===== config.mk =====
export PLATFORM = sky130hd
export DESIGN_NAME = ssd4_scan_capture
export DESIGN_NICKNAME = d
export VERILOG_FILES = /design/src/rtl/ssd4_scan_capture.sv
export SDC_FILE = /design/constraint.sdc
export NUM_CORES = 1
export LEC_CHECK = 0
export ABC_AREA = 1
export CAP_MARGIN = 20
export CORE_MARGIN = 2
export CORE_UTILIZATION = 63
export DETAILED_ROUTE_END_ITERATION = 12
export HOLD_SLACK_MARGIN = 0.06
export MAX_ROUTING_LAYER = met4
export PLACE_DENSITY = 0.92
export RECOVER_POWER = 50
export SYNTH_ARGS = -nofsm -noshare
export SYNTH_HDL_FRONTEND = slang
export SYNTH_SLANG_ARGS = --single-unit

===== constraint.sdc =====
create_clock -name CLK -period 7.35 [get_ports CLK]
set_clock_uncertainty 0.2 [all_clocks]
set_input_delay 1.47 -clock CLK [delete_from_list [all_inputs] [get_ports CLK]]
set_output_delay 1.47 -clock CLK [all_outputs]
set_load 0.02 [all_outputs]

===== src/rtl/ssd4_scan_capture.sv =====
// Rebuilds the {dp,nibble}x4 word from a scanned 4-digit seven-segment bus; 2 sync + STABLE_CYCLES to accept a digit.
// FRAME_VALID is registered one cycle after the last digit is accepted; pure monitor, never backpressures the driver.
module ssd4_scan_capture #(
    parameter int STABLE_CYCLES  = 8,
    parameter int TIMEOUT_CYCLES = 1000000,
    parameter bit SEG_ACTIVE_LOW = 1'b1,
    parameter bit SEL_ACTIVE_LOW = 1'b1
) (
    input  logic        CLK,
    input  logic        RST_N,
    input  logic [7:0]  SEG_IN,
    input  logic [3:0]  SEL_IN,
    output logic [19:0] DATA,
    output logic        FRAME_VALID,
    output logic [3:0]  DECODE_ERR,
    output logic        STALE
);
    localparam int SCW = $clog2(STABLE_CYCLES + 1);
    localparam int TOW = $clog2(TIMEOUT_CYCLES + 1);
    localparam logic [SCW-1:0] STABLE_N = SCW'(STABLE_CYCLES);
    localparam logic [TOW-1:0] TIMEOUT_N = TOW'(TIMEOUT_CYCLES);

    typedef enum logic [1:0] {SEARCH, SETTLE, HOLD} state_t;

    logic [7:0]     seg_s1, seg_s2, seg_n;
    logic [3:0]     sel_s1, sel_s2, sel_n;
    logic           sel_vld;
    logic [11:0]    cur, lat, lat_nxt;
    logic [SCW-1:0] cnt, cnt_nxt;
    state_t         state, state_nxt;
    logic           accept;
    logic [4:0]     dec;
    logic [4:0]     shadow [4];
    logic [4:0]     sh_nxt [4];
    logic [3:0]     shadow_err, err_nxt, mask, mask_nxt;
    logic           frame_done;
    logic [TOW-1:0] to_cnt;

    // Returns {err, nibble}; unknown patterns (blank included) decode as 0 with err set.
    function automatic logic [4:0] decode7(input logic [6:0] p);
        case (p)
            7'h3F: return 5'h00;
            7'h06: return 5'h01;
            7'h5B: return 5'h02;
            7'h4F: return 5'h03;
            7'h66: return 5'h04;
            7'h6D: return 5'h05;
            7'h7D: return 5'h06;
            7'h07: return 5'h07;
            7'h7F: return 5'h08;
            7'h6F: return 5'h09;
            7'h77: return 5'h0A;
            7'h7C: return 5'h0B;
            7'h39: return 5'h0C;
            7'h5E: return 5'h0D;
            7'h79: return 5'h0E;
            7'h71: return 5'h0F;
            default: return 5'h10;
        endcase
    endfunction

    always_ff @(posedge CLK or negedge RST_N) begin
        if (!RST_N) begin
            seg_s1 <= '0;
            seg_s2 <= '0;
            sel_s1 <= '0;
            sel_s2 <= '0;
        end else begin
            seg_s1 <= SEG_IN;
            seg_s2 <= seg_s1;
            sel_s1 <= SEL_IN;
            sel_s2 <= sel_s1;
        end
    end

    assign seg_n   = SEG_ACTIVE_LOW ? ~seg_s2 : seg_s2;
    assign sel_n   = SEL_ACTIVE_LOW ? ~sel_s2 : sel_s2;
    assign sel_vld = (sel_n != 4'd0) && ((sel_n & (sel_n - 4'd1)) == 4'd0);
    assign cur     = {sel_n, seg_n};

    always_comb begin
        state_nxt = state;
        lat_nxt   = lat;
        cnt_nxt   = cnt;
        accept    = 1'b0;
        unique case (state)
            SEARCH: if (sel_vld) begin
                lat_nxt   = cur;
                cnt_nxt   = SCW'(1);
                state_nxt = SETTLE;
            end
            SETTLE: if (!sel_vld) begin
                state_nxt = SEARCH;
            end else if (cur == lat) begin
                cnt_nxt = cnt + SCW'(1);
            end else begin
                lat_nxt = cur;
                cnt_nxt = SCW'(1);
            end
            HOLD: if (!sel_vld) begin
                state_nxt = SEARCH;
            end else if (cur != lat) begin
                lat_nxt   = cur;
                cnt_nxt   = SCW'(1);
                state_nxt = SETTLE;
            end
            default: state_nxt = SEARCH;
        endcase
        // A digit is taken exactly once, on the cycle its run length hits the window.
        if (state_nxt == SETTLE && cnt_nxt == STABLE_N) begin
            accept    = 1'b1;
            state_nxt = HOLD;
        end
    end

    assign dec = decode7(lat_nxt[6:0]);

    always_comb begin
        for (int i = 0; i < 4; i++) sh_nxt[i] = shadow[i];
        err_nxt  = shadow_err;
        mask_nxt = mask;
        if (accept) begin
            for (int i = 0; i < 4; i++) begin
                if (lat_nxt[8+i]) begin
                    sh_nxt[i]  = {~lat_nxt[7], dec[3:0]};
                    err_nxt[i] = dec[4];
                end
            end
            mask_nxt = mask | lat_nxt[11:8];
        end
        frame_done = (mask_nxt == 4'hF);
    end

    always_ff @(posedge CLK or negedge RST_N) begin
        if (!RST_N) begin
            state       <= SEARCH;
            lat         <= '0;
            cnt         <= '0;
            for (int i = 0; i < 4; i++) shadow[i] <= 5'h10;
            shadow_err  <= '0;
            mask        <= '0;
            DATA        <= 20'h84210;
            DECODE_ERR  <= '0;
            FRAME_VALID <= 1'b0;
            to_cnt      <= '0;
        end else begin
            state       <= state_nxt;
            lat         <= lat_nxt;
            cnt         <= cnt_nxt;
            for (int i = 0; i < 4; i++) shadow[i] <= sh_nxt[i];
            shadow_err  <= err_nxt;
            mask        <= frame_done ? 4'h0 : mask_nxt;
            FRAME_VALID <= frame_done;
            if (frame_done) begin
                DATA       <= {sh_nxt[3], sh_nxt[2], sh_nxt[1], sh_nxt[0]};
                DECODE_ERR <= err_nxt;
            end
            if (FRAME_VALID)
                to_cnt <= '0;
            else if (to_cnt != TIMEOUT_N)
                to_cnt <= to_cnt + TOW'(1);
        end
    end

    assign STALE = (to_cnt == TIMEOUT_N);

endmodule


### Word level (Yosys, flattened, before mapping)

Index checks and enable logic that the tools add are counted.

* bits of input ports: 14
* register bits after elaboration: 115
* logic and storage cells: 90

* add/sub/neg operators: 3
* mux-type cells: 34
* equal/unequal tests: 25
* reduce and logical (&&, ||, !) cells: 6
* bitwise operators: 5

Operator list (count)
* $eq A7 B7 Y1 const B: 12
* $pmux W5 S16: 1
* $mux W12: 5
* $mux W20: 3
* $pmux W12 S3: 1
* $mux W4: 8
* $add A20 B1 Y20 const B: 1
* $eq A20 B20 Y1 const B: 1
* $mux W5: 4
* $ne A20 B20 Y1 const B: 1
* $eq A7 B3 Y1 const B: 2
* $eq A7 B6 Y1 const B: 2
* $eq A12 B12 Y1: 1
* $ne A12 B12 Y1: 1
* $pmux W4 S3: 1
* $mux W2: 5
* $eq A4 B4 Y1 const B: 2
* $not A8 Y8: 1
* $pmux W2 S3: 1
* $mux W1: 5
* $add A4 B1 Y4 const B: 1
* $and A4 B4 Y4: 1
* $eq A2 B1 Y1 const B: 2
* $logic_not A4 Y1: 1
* other kinds (9): 10

### Depth between registers and ports, before layout

* word-level depth: 13
* depth in mapped cells: 20
* mapped depth without buffers: 19

### Least setup slack after synthesis

Ideal clock, no wire load.

* path kind: register to output
* start: register to_cnt[8]
* end: output STALE
* setup slack: 3.892 ns
* required time: 5.680 ns
* cell stages (with the launch flop): 5
* arrival time: 1.788 ns
* path buffers: 0
* cell sequence: dfrtp_1 or2_2 nor4_1 nand4_1 nor4_1

* word-level cells in the longest chain between the ends: 1

RTL lines
* start, declared: RTL line 37 `logic [TOW-1:0] to_cnt;`
* start signal, assigned: RTL line 161 `to_cnt <= to_cnt + TOW'(1);`
* $eq A20 B20 Y1: RTL line 165 `assign STALE = (to_cnt == TIMEOUT_N);`
* end, declared: RTL line 16 `output logic STALE`

No other way between the ends.

==> summary.txt <==
Run status
  • Result of the run: finished, violations left
  • Violated checks: capacitance limit, slew limit

Clocking
  • Max H-tree Level: 4
  • Clock latency on the worst-skew pair: 540 ps
  • Longest Clk Path Bufs: 2
  • Root Buffer: clkbuf_8
  • Number of hold-repair buffers added at the cts stage: 0
  • Clock sink count: 115
  • Clock input transition at the sequential cells of the worst setup and hold paths: 60 ps
  • CTS tree: built
  • Number of clock buffers inserted by TritonCTS: 17
  • Setup fix buffers added after clock tree synthesis: 0
  • # resized after CTS: 0

Global route
  • Vias in the first global route: 4924
  • Antenna violations before repair: 0
  • GRT Resource Usage Total: 34.8%
  • Pin count of the biggest net entering global routing: 64
  • Global-route wire length before repair: 23400 um
  • Remaining global-route overflow: 0

Worst setup path
  • Critical Path Sink Type: asynchronous set/reset pin
  • Arrival time worst endpoint: 4900 ps
  • Required time of the critical path: 7530 ps
  • Crit-path max cell delay: 1990 ps
  • Worst Setup Path Type: input pin to asynchronous set/reset pin
  • Critical path's slowest cell: clkbuf_1
  • Cells along the critical path: clkbuf_1 > clkbuf_2
  • Buf+Inv Stages, Crit Path: 2
  • Setup crit start kind: input pin
  • Largest delay share family, worst path: buffers and inverters
  • Critical Path Fanout Max: 63

Final layout
  • Most common cell after layout, fill and taps aside: nand2_1
  • Final Instance Area: 0.00642 sq mm
  • Filler-free cell count of the finished design: 845
  • Count of nets after finishing: 744
  • Antenna diode instance count: 0
  • Area occupied by registers: 0.00289 sq mm
  • Area of the multi-input gates: 0.00209 sq mm
  • Area added between synthesis and finish: 19.9%
  • Fillers: 463
  • Top library cells by usage in the layout, fill and taps aside: 263 x nand2_1, 107 x dfrtp_1, 76 x inv_1
  • Proportion of layout cells with a drive suffix above 1: 7.97%

Pwr
  • Total power of the final layout: 1670 uW
  • Power Dens Cells: 261 mW/mm^2
  • Leakage: 0.00338 uW
  • Peak supply drop: 0.251 mV

Floorplanning
  • Die Wd: 96.2 um
  • Height of the die: 96.2 um
  • Row Count: 33
  • Core region area: 0.00822 sq mm
  • Initial core utilization: 65.2%
  • Overall die area: 0.00925 sq mm
  • Number of top-level pins: 40

Route
  • Via count: 4989
  • Vias per Instance: 5.90
  • DRC: 0
  • DRC marker count from the first detailed-route iteration: 541
  • First-pass iteration count of the detailed router: 5
  • Routed length per instance: 16.8 um
  • Final ANT Viol Nets: 0
  • Total Routed Length: 14200 um

Logic synthesis
  • YS warnings: 0
  • Net count of the mapped netlist: 697
  • Cells after Synth: 680
  • Number of synthesized register bits: 115
  • Netlist area before placement: 0.00535 sq mm
  • Average cell area after synthesis: 7.87 sq um
  • Netlist cell types: 30
  • Sequential share of the synthesized area: 53.9%

Timing
  • Crit path time final: 4720 ps
  • Final setup vio count: 0
  • Count of final max-slew check failures: 118
  • Final Hold Fails: 0
  • Actual slew at the worst max-slew pin: 2850 ps
  • Period utilization: 64.2%
  • Headroom to the max-slew limit: -90.2%
  • Setup TNS Final: 0 ps
  • Worst path setup slack after routing: 2630 ps
  • Maximum clock frequency: 212 MHz
  • RSZ-0062 raised after global routing: false

Hold path
  • Worst min-delay path class: flip-flop to flip-flop

Placed design
  • Placement-stage cell area: 0.00580 sq mm
  • Final weighted congestion in routability-driven placement: 1.03
  • Hpwl dp: 8410 um
  • Count of input and output buffers: 39
  • Worst setup timing slack at the placement stage: 3500 ps
  • Total placed cells including tap cells: 813

Flow run
  • Max Cap Viol: 2
synthesized netlist by cell type:
cell      count  area share (%)
and2_1        4            0.47
a21oi_1      19             1.8
ha_1          3            0.70
dfstp_2       8             3.9
and3_1        1            0.12
or2_2         7            0.82
inv_1        74             5.2
nand4_1      13             1.5
clkbuf_1      4            0.28
buf_6         3            0.63
o211ai_1      4            0.56
buf_4         1            0.14
nor3b_1       2            0.28
a32o_1        1            0.19
a21boi_0      1            0.14
buf_2         4            0.37
o21ai_0      38             3.6
dfrtp_1     107              50
nor2_1       64             4.5
o31ai_1       1            0.14
nand3b_1      2            0.28
nand2_1     262              18
nor3_1        9            0.84
nand3_1      31             2.9
a31oi_1       1            0.12
nor4_1        2            0.23
nor2_4        3            0.63
nand2_2       2            0.23
nand3_2       4            0.75
inv_2         5            0.35
through the flow:
step	hold slack, ps	utilization, %
after detailed placement	135	70.6
after global routing	156	78.1
final	144	78.1
after floorplan	131	-
after global placement	135	70.6
after CTS	146	78.2
area by class of cell:
| cell class | instances | share of cell area (%) |
|---|---|---|
| sequential | 115 | 45.0 |
| multi-input combinational | 474 | 32.6 |
| clock buffer | 17 | 6.45 |
| timing repair buffer | 40 | 6.06 |
| inverter | 79 | 4.62 |
| clock inverter | 15 | 3.24 |
| tap | 105 | 2.05 |
state kept, by name, summed over array words and instances, names as in the netlist:
register     flops
seg_s2           8
to_cnt          20
mask             4
sel_s2           4
lat             12
DATA            20
shadow          20
FRAME_VALID      1
seg_s1           8
state            2
DECODE_ERR       4
sel_s1           4
shadow_err       4
cnt              4
power breakdown:
group          switching (uW)  internal (uW)
Combinational            93.7           33.8
Clock                     343            534
Sequential               15.7            652
Total                     452           1220
logic make-up after synthesis:
group                      count (synthesis)  synth area share (%)
AOI/OAI and AO/OA                         65                  6.47
adders and majority gates                  3                 0.701
buffers and inverters                     91                  6.96
DFF                                      115                  53.9
and+or+nand+nor                          406                  31.9
final timing paths:
path                                  startpoint                        end  slack, ps  cells past startpoint
hold / removal               sel_s1[2]$_DFF_PN0_        sel_s2[2]$_DFF_PN0_        140                      0
hold reg to reg              sel_s1[2]$_DFF_PN0_        sel_s2[2]$_DFF_PN0_        140                      0
max in group CLK           to_cnt[8]$_DFFE_PN0P_                      STALE       2900                      5
setup reg to reg             sel_s2[2]$_DFF_PN0_  DECODE_ERR[1]$_DFFE_PN0P_       3030                     15
min in group asynchronous                  RST_N        sel_s2[1]$_DFF_PN0_       1660                      1
setup / recovery                           RST_N       shadow[16]$_DFF_PN0_       2630                      2
metal layers:
metal / vias to the layer above / wire length [um] / track usage [%]
met5: - / 0 / -
met4: 0 / 520 / 15.5
met3: 69 / 1100 / 10.6
met2: 326 / 7060 / 54.7
met1: 2367 / 5560 / 41.5
li1: 2227 / - / -
Note: power is estimated with default switching activity, not from simulation.
==> RTL edit: new RTL, config.mk and constraints unchanged <==
Change the parameter `SEG_ACTIVE_LOW` from 1'b1 to 1'b0.
--- a/src/rtl/ssd4_scan_capture.sv
+++ b/src/rtl/ssd4_scan_capture.sv
@@ -4,5 +4,5 @@
     parameter int STABLE_CYCLES  = 8,
     parameter int TIMEOUT_CYCLES = 1000000,
-    parameter bit SEG_ACTIVE_LOW = 1'b1,
+    parameter bit SEG_ACTIVE_LOW = 1'b0,
     parameter bit SEL_ACTIVE_LOW = 1'b1
 ) (
Function: no difference found for any inputs over 10 cycles, from zero or initial values and one cycle with RST_N low; that may be too few to reach the edited logic, so the function may still have changed.
==> RTL edit against the original RTL <==
The flow still finishes with violations (max-capacitance violations, max-slew violations); design area up 0.72%; area after synthesis is 2.0% higher; combinational power is 3% higher; cell count fell by 1.7%; power decreased by 2.5%; routed wire length is 5.3% lower; utilization decreased by 0.22 points; count of clock-buffer cells in the layout is 1 higher; sequential cell count stayed put; fmax grew 1.3%; sequential power is essentially flat; non-clock buffer count did not move; critical path type is now reg2reg; worst setup slack improved by 60 ps.
==> RTL edit: results <==
set metrics [dict create \
    synthTopCellsByArea "dfrtp_1 49%, nand2_1 16%, inv_1 4.7%, nor2_1 3.9%, dfstp_2 3.8%" \
    met1_length_um 5230 \
    reg2regPathDepth 15 \
    cp_max_fo 29 \
    grt_use_met1_pct 35.8 \
    seq_area_frac_synth_pct 52.9 \
    drive_gt1_share_pct 9.78 \
    synth_top_cells_by_count "226 x nand2_1, 107 x dfrtp_1, 68 x inv_1" \
    crit_slowest_cell "nand2_1" \
    pg_clk_mw 0.828 \
    fin_nets 730 \
    grt_max_degree 73 \
    critPathArrivalTime_ps 4920 \
    vias 4845 \
    met3WireLength_um 931 \
    p_leak_nw 3.24 \
    clk_latency_ps 520 \
    wl_per_cell_um 16.2 \
    grt.met3_usage_pct 6.55 \
    ys_dominant_reg_cell "dfrtp_1" \
    slew-limit-headroom_pct -60.7 \
    n_antenna_cell 0 \
    synth_cell_types 38 \
    maxCapViolCount 2 \
    firstDrtPassIters 7 \
    cp_top_family "simple AND/OR/NAND/NOR gates" \
    fillerInstances 492 \
    pwr-share-comb_pct 8.1 \
    synth_nets 682 \
    worstSetupStartpoint "sel_s2[1]$_DFF_PN0_" \
    crit_path_max_incr_delay_ps 580 \
    drv_slew 118 \
    status "complete, but fails checks" \
    worstHoldPathCells 0 \
    hold_end "seg_n[6]$_DFF_PN0_" \
    drtIter0Drc 406 \
    use_met2_pct 52.0 \
    failed_checks "max-capacitance violations, max-slew violations" \
    hp-start "seg_s1[6]$_DFF_PN0_" \
    holdWs_ps 143 \
    clk_pin_slew_ps 60 \
    netSwitchingPower_mw 0.439 \
    grt_pass1_wl_um 22800 \
    dp.final_hpwl_um 8350 \
    wl_met2_um 6900 \
    place_congestion 0.895 \
    grt_usage_pct 31.0 \
    endpoint "DATA[3]$_DFFE_PN0P_" \
]
RTL edit: area by class of cell:
type / count / area share, %
multi-input combinational: 466 / 33.8
clock buffer: 18 / 6.62
tap: 105 / 2.03
sequential: 115 / 44.7
inverter: 73 / 4.26
timing repair buffer: 40 / 6.02
clock inverter: 14 / 2.63
RTL edit: cells by family after synthesis:
group / count (synthesis) / synth area share, %
and+or+nand+nor: 377 / 30.6
DFF: 115 / 52.9
buffers and inverters: 84 / 6.37
AOI/OAI and AO/OA: 74 / 7.54
xor gates and xnor gates: 12 / 1.92
adders and majority gates: 3 / 0.687
RTL edit: through the flow:
| stage | cell area [µm²] | power (mW) | setup slack (ps) | cells |
|---|---|---|---|---|
| floorplan | 5460 | 0.764 | 4200 | 665 |
| global placement | 5920 | 0.805 | 3880 | 799 |
| detailed placement | 5920 | 0.810 | 3800 | 799 |
| CTS | 6520 | 1.63 | 3220 | 831 |
| global route | 6460 | 1.68 | 1970 | 831 |
| finish | 6460 | 1.63 | 2690 | 831 |
